$ cat config.mk
export PLATFORM = sky130hd
export DESIGN_NAME = sram_arbiter
export DESIGN_NICKNAME = d
export VERILOG_FILES = /design/src/rtl/sram_arbiter.sv
export SDC_FILE = /design/constraint.sdc
export NUM_CORES = 1
export LEC_CHECK = 0
export ABC_AREA = 0
export CORE_MARGIN = 2
export CORE_UTILIZATION = 30
export DETAILED_ROUTE_END_ITERATION = 8
export GPL_ROUTABILITY_DRIVEN = 0
export PLACE_DENSITY_LB_ADDON = 0.1
export SYNTH_ARGS = -nofsm -noshare
export SYNTH_HDL_FRONTEND = slang
export SYNTH_SLANG_ARGS = --single-unit
export TNS_END_PERCENT = 50
$ cat constraint.sdc
create_clock -name clk -period 3.5 [get_ports clk]
set_input_delay 0.525 -clock clk [delete_from_list [all_inputs] [get_ports clk]]
set_output_delay 0.525 -clock clk [all_outputs]
set_load 0.005 [all_outputs]
$ cat src/rtl/sram_arbiter.sv
// Arbitrates one single-port data SRAM between the CPU MEM stage and a DMA port.
// CPU has fixed priority; a waiting DMA is forced through after MAX_WAIT lost cycles.
module sram_arbiter #(
  parameter int ADDR_W        = 11,
  parameter int DATA_W        = 16,
  parameter int ACCESS_CYCLES = 1,
  parameter int MAX_WAIT      = 4
) (
  input  logic              clk,
  input  logic              rst,
  input  logic              cpu_req,
  input  logic              cpu_we,
  input  logic [ADDR_W-1:0] cpu_addr,
  input  logic [DATA_W-1:0] cpu_wdata,
  output logic [DATA_W-1:0] cpu_rdata,
  output logic              cpu_ack,
  output logic              cpu_stall,
  input  logic              dma_req,
  input  logic              dma_we,
  input  logic [ADDR_W-1:0] dma_addr,
  input  logic [DATA_W-1:0] dma_wdata,
  output logic [DATA_W-1:0] dma_rdata,
  output logic              dma_ack,
  output logic [ADDR_W-1:0] sram_addr,
  output logic              sram_we,
  output logic              sram_re,
  output logic [DATA_W-1:0] sram_wdata,
  output logic              sram_wdata_oe,
  input  logic [DATA_W-1:0] sram_rdata
);

  localparam int CNT_W  = (ACCESS_CYCLES > 1) ? $clog2(ACCESS_CYCLES) : 1;
  localparam int WAIT_W = $clog2(MAX_WAIT + 1);

  typedef enum logic [1:0] {IDLE, BUSY_CPU, BUSY_DMA} state_t;

  state_t            state;
  logic [CNT_W-1:0]  cnt;
  logic [WAIT_W-1:0] dma_wait;

  logic cpu_elig, dma_elig, dma_force, grant_cpu, grant_dma;

  // A requester whose ack is high this cycle is still holding its old req,
  // so it must not be granted again until req survives past the ack cycle.
  assign cpu_elig  = cpu_req & ~cpu_ack;
  assign dma_elig  = dma_req & ~dma_ack;
  assign dma_force = dma_elig && (dma_wait == WAIT_W'(MAX_WAIT));
  assign grant_dma = (state == IDLE) && (dma_force || (dma_elig && !cpu_elig));
  assign grant_cpu = (state == IDLE) && cpu_elig && !dma_force;

  assign cpu_stall     = cpu_req & ~cpu_ack;
  assign sram_wdata_oe = sram_we;

  always_ff @(posedge clk or posedge rst) begin
    if (rst) begin
      state      <= IDLE;
      cnt        <= '0;
      dma_wait   <= '0;
      sram_addr  <= '0;
      sram_we    <= 1'b0;
      sram_re    <= 1'b0;
      sram_wdata <= '0;
      cpu_ack    <= 1'b0;
      dma_ack    <= 1'b0;
      cpu_rdata  <= '0;
      dma_rdata  <= '0;
    end else begin
      cpu_ack <= 1'b0;
      dma_ack <= 1'b0;

      if (!dma_req || grant_dma) begin
        dma_wait <= '0;
      end else if (dma_wait != WAIT_W'(MAX_WAIT)) begin
        dma_wait <= dma_wait + WAIT_W'(1);
      end

      case (state)
        IDLE: begin
          if (grant_dma) begin
            sram_addr  <= dma_addr;
            sram_wdata <= dma_wdata;
            sram_we    <= dma_we;
            sram_re    <= ~dma_we;
            cnt        <= CNT_W'(ACCESS_CYCLES - 1);
            state      <= BUSY_DMA;
          end else if (grant_cpu) begin
            sram_addr  <= cpu_addr;
            sram_wdata <= cpu_wdata;
            sram_we    <= cpu_we;
            sram_re    <= ~cpu_we;
            cnt        <= CNT_W'(ACCESS_CYCLES - 1);
            state      <= BUSY_CPU;
          end
        end
        BUSY_CPU, BUSY_DMA: begin
          if (cnt != '0) begin
            cnt <= cnt - CNT_W'(1);
          end else begin
            if (state == BUSY_CPU) begin
              if (sram_re) cpu_rdata <= sram_rdata;
              cpu_ack <= 1'b1;
            end else begin
              if (sram_re) dma_rdata <= sram_rdata;
              dma_ack <= 1'b1;
            end
            sram_we <= 1'b0;
            sram_re <= 1'b0;
            state   <= IDLE;
          end
        end
        default: state <= IDLE;
      endcase
    end
  end

endmodule
# Word-level counts from Yosys, hierarchy flattened
# Cells that the tools add are included.
# Widths: inputs -> output; s select.
# op_classes
bitwise_logic,8
n_mux,27
n_eq_ne,6
reduce_logical,21
addsub,2
# ops
cell,count
$mux 16,2
$mux 11,2
$mux 1,14
$reduce_and 4->1,2
$mux 2,3
$mux 3,2
$ne 3x3->1 const B,2
$not 1->1,6
$pmux 1 s2,3
$reduce_and 2->1,3
$reduce_bool 2->1,3
$logic_and 1x1->1,5
$pmux 2 s2,1
$add 3x1->3 const B,1
$eq 3x3->1 const B,1
$logic_not 1->1,3
$reduce_and 3->1,1
$and 1x1->1,2
$eq 2x1->1 const B,1
$eq 2x2->1 const B,1
$logic_not 2->1,1
$logic_or 1x1->1,2
$ne 2x2->1 const B,1
$reduce_or 2->1,1
$sub 1x1->1 const B,1
# word_totals
out_inout_bits,65
ff_bits,69
in_bits,76
elab_cells,75

# Logic depth before layout (Yosys ltp)
# depth
ltp_word,8
ltp_mapped,8
mapped_depth_nobuf,6

# Least setup slack after synthesis
# OpenSTA, ideal clock, no wires.
# synth_path
kind,register to register
from,reg state[0]
to,reg dma_rdata[0]
required_time_ns,3.372
setup_slack_ns,1.804
path_stages_with_launch,6
t_arrival_ns,1.568
path_buffers,1
setup_ns,0.128
period_less_slack_ns,1.696
path_cell_list,dfrtp_1 -> inv_1 -> ha_1 -> nand3b_1 -> buf_2 -> mux2_1
# synth_between
elab_chain_cells,3
word_cells_on_any_way,5
classes_between,eq/ne (2); bitwise (1); reduce/logical (2)
# synth_rtl
element,line,source
from (decl),37,state_t state;
from (signal assigned),56,state <= IDLE;
from (signal assigned),85,state <= BUSY_DMA;
from (signal assigned),92,state <= BUSY_CPU;
$eq 2x1->1 / $eq 2x2->1 (equally long branches),"77, 99",
$reduce_or 2->1 / $not 1->1 (equally long branches),n/a,
$reduce_and 4->1 (no source line) (*),n/a,
to (signal assigned),103,if (sram_re) dma_rdata <= sram_rdata;
to (decl),22,"output logic [DATA_W-1:0] dma_rdata,"
# Every way passes the cells marked *; elsewhere a longest branch is shown, timed or not.
# A chain may end at the register's enable or synchronous reset.

# Worst setup path in the final report
# layout_path
from,in cpu_req
to,out cpu_stall
# layout_between
elab_chain_cells,1
# layout_rtl
element,line,source
from (decl),11,"input logic cpu_req,"
$and 1x1->1,51,assign cpu_stall = cpu_req & ~cpu_ack;
to (decl),17,"output logic cpu_stall,"
# No other way between the ends.

==> metrics.md <==
| Metric | Value |
|---|---|
| Status | finished clean |
| Root buf cell | clkbuf_8 |
| Total Neg Setup Slack | 0 ns |
| Tightest Hold Check Type | flop to flop |
| Pint | 2.685 mW |
| RSZ-0062 raised after global routing | no |
| Layout net count | 457 |
| Worst r2r path cells | 4 |
| Worst path required time | 2.97 ns |
| DR pass1 iterations | 3 |
| Max Cap Viol | 0 |
| Post-DP HPWL | 5253 µm |
| Initial Utilization | 30.35% |
| Max Clock Freq | 0.4345 GHz |
| CP cell instances | clkdlybuf4s50_1, nor2b_2, clkdlybuf4s50_1 |
| Share of the synthesized area in the top cell type | 58.17% |
| Core area | 9639 µm² |
| Gates resized, CTS repair | 0 |
| Total global-route track usage | 14.07% |
| Dpl ws | 1.151 ns |
| # fillers | 946 |
| PortBufs | 140 |
| Synth Warn # | 0 |
| Switching share of power | 30.27% |
| Worst slew pin tran | 0.8952 ns |
| Clock share of power | 19.3% |
| Post-DR wirelength/cell | 13.92 µm |
| Final worst slack | 1.199 ns |
| P&R area growth vs syn | 60.86% |
| Most used DFF post-synth | dfrtp_1 |
| Met1 global-route usage | 16.90% |
| Initial detailed-routing violation count | 21 |
| Clock buffer count from CTS | 9 |
| Avg Cell Area, Syn | 12.55 µm² |
| Fin. max-slew vios | 0 |
| I/O pin cnt | 141 |
| Top cells by area, synth | dfrtp_1 58%, mux2i_1 9.6%, mux2_1 7.7% |
| Die X | 102.7 µm |
| Count leader, synth | dfrtp_1 |
| List of most frequent post-synthesis cells | 68 x dfrtp_1, 33 x nand2_1, 28 x mux2i_1, 28 x o21ai_1, 20 x mux2_1 |
| First-pass GRT wire length | 11,130 µm |
| Post-synthesis register bit count | 68 |
| Met3 Usage GRT | 6.847% |
| Worst skew pair latency | 0.34 ns |
| Leak Pwr | 2.076 nW |
| Synth unique cells | 27 |
| Hold_buf cts | 0 |
| H-tree Lvls | 3 |
| Post-synth ARST share | 100.0% |
| CP max stage cell | clkdlybuf4s50_1 |
| Crit. path cell count | 3 |
| Layout cell share with drive strength beyond 1 | 9.737% |
| Mapped Cells | 233 |
| Startpoint class of the critical path | input pin |
| Final hold vios | 0 |
| Largest net degree at the start of global routing | 39 |
| Routed via count | 2,210 |
| Largest area contributor in the synthesized netlist | dfrtp_1 |
| Crit share post-route | 65.76% |
| WS Path Type | input pin to output pin |
| Vias per Instance | 4.308 |
| NetSw | 1.166 mW |
| Pwr Density | 818.4 nW/µm² |
| Reg clk slew, reported paths | 0.07 ns |
| Synthesized net count | 315 |
| Vias in the first global route | 2,115 |
| Worst Skew | 0.006770 ns |
| Worst-path maximum fanout | 5 |
| # DRC | 0 |
| CP bufs+invs | 2 |
| Final antenna diode count | 0 |
| M2 GR Usage | 22.47% |
| CP Capture Type | output pin |
| Seq/Total Area, Yosys | 58.17% |
| CTS tree | built |
| Arr. time, crit path | 1.78 ns |
| Reg power frac | 35.7% |
| Die area | 10,560 µm² |
| Worst IR drop on VDD | 342.6 µV |
| GR peak layer | met2 |
| Final WL | 7141 µm |
| Deepest clock path buffer count | 2 |
| Rel. slew slack | 40.14% |
| Post-synthesis cell area | 2925 µm² |
| Cell mode on critical path | clkdlybuf4s50_1 |
| Comb pwr share | 45.0% |
| Initial antenna violation count | 0 |
| Delay-heaviest family, CP | buffers and inverters |
| Worst Hold Path Cells | 2 |
| Worst path max stage delay | 0.55 ns |
| Fin crit period | 2.301 ns |
| Chip height | 102.7 µm |
| ANT nets after route | 0 |
| GRT Residual Overflow | 0 |
| Final setup violation count | 0 |
| Post-synth EDFFs | 0 |
| Postcts setup bufs | 0 |
| Row cnt | 36 |
| Clock sinks | 68 |
[per-layer routing]
layer | up-vias | share of wire [%]
li1 | 1080 | -
met1 | 1058 | 41
met2 | 66 | 50
met3 | 6 | 7.5
met4 | 0 | 1.4
met5 | - | 0
[cell families (layout without fill, tap and decap cells)]
kind of cell | after synthesis | in the layout | share of synthesized area, %
simple gates | 44 | 44 | 6.544
flops | 68 | 68 | 58.17
fa+ha+maj | 6 | 6 | 2.566
buf+inv | 19 | 166 | 3.806
compound gates | 35 | 35 | 6.715
xor+xnor | 1 | 1 | 0.2995
mux | 60 | 60 | 21.90
[worst paths after layout]
check,from,end,slack (ns)
max,cpu_req,cpu_stall,1.20
min,sram_addr[2]$_DFFE_PP0P_,sram_addr[2]$_DFFE_PP0P_,0.49
max reg2reg,state[0]$_DFFE_PP0P_,dma_rdata[0]$_DFFE_PP0P_,1.33
min reg2reg,sram_addr[2]$_DFFE_PP0P_,sram_addr[2]$_DFFE_PP0P_,0.49
max in group asynchronous,rst,dma_rdata[7]$_DFFE_PP0P_,2.25
min in group asynchronous,rst,sram_wdata[14]$_DFFE_PP0P_,0.61
[layout by cell type (no fill, tap or decap)]
master           count
a21bo_1              1
a21oi_1              2
a32o_1               1
and2_1               1
buf_12               2
buf_4                2
bufinv_16            2
clkbuf_8            11
clkdlybuf4s50_1    140
clkinv_4             1
clkinvlp_4           2
dfrtp_1             68
ha_1                 6
inv_1                5
inv_2                1
mux2_1              20
mux2_2              12
mux2i_1             28
nand2_1             33
nand3_1              1
nand3b_1             1
nor2_1               4
nor2b_2              1
nor2b_4              1
nor3_1               1
o21ai_1             27
o21ai_2              1
o21ai_4              1
o311a_1              1
o31ai_1              1
or3_1                1
xnor2_1              1
[final cells by class]
cell class | count | area (µm²) | area share (%)
Clock buffer | 11 | 151.4 | 3.217
Clock inverter | 5 | 83.83 | 1.781
Multi-Input combinational cell | 146 | 1124 | 23.88
Sequential cell | 68 | 1702 | 36.16
Tap cell | 133 | 166.4 | 3.536
Timing Repair Buffer | 144 | 1456 | 30.95
Inverter | 6 | 22.52 | 0.4786
[power by group through the flow]
stage / combinational [mW] / clock [mW] / sequential [mW]
3_5_place_dp: 1.77 / 0 / 1.39
3_3_place_gp: 1.75 / 0 / 1.38
6_report: 1.73 / 0.743 / 1.37
5_1_grt: 1.91 / 0.808 / 1.43
2_1_floorplan: 0.743 / 0 / 1.41
4_1_cts: 1.77 / 0.776 / 1.38
[worst reg2reg max path, stage by stage (launching register included)]
cell and delay [ns]:
dfrtp_1 0.41, inv_1 0.09, ha_1 0.35, nand3b_1 0.63, mux2_1 0.57
[state kept, by name, indices dropped and copies added, names as in the netlist]
register,cells
sram_wdata_oe,1
dma_ack,1
sram_re,1
dma_wait,3
cpu_ack,1
state,2
dma_rdata,16
sram_addr,11
cpu_rdata,16
sram_wdata,16
[per-stage QoR]
stage | std cells | hold WS (ns) | power, mW | util (%) | area (µm²)
after CTS | 513 | 0.4924 | 3.932 | 48.82 | 4706
after floorplan | 233 | 0.4793 | 2.153 | - | 2925
after detailed placement | 497 | 0.4753 | 3.160 | 46.38 | 4471
after global placement | 497 | 0.4660 | 3.134 | 46.38 | 4471
final | 513 | 0.4855 | 3.851 | 48.82 | 4706
after global routing | 513 | 0.5045 | 4.150 | 48.82 | 4706
No activity file was read; power rests on OpenSTA's default activity.
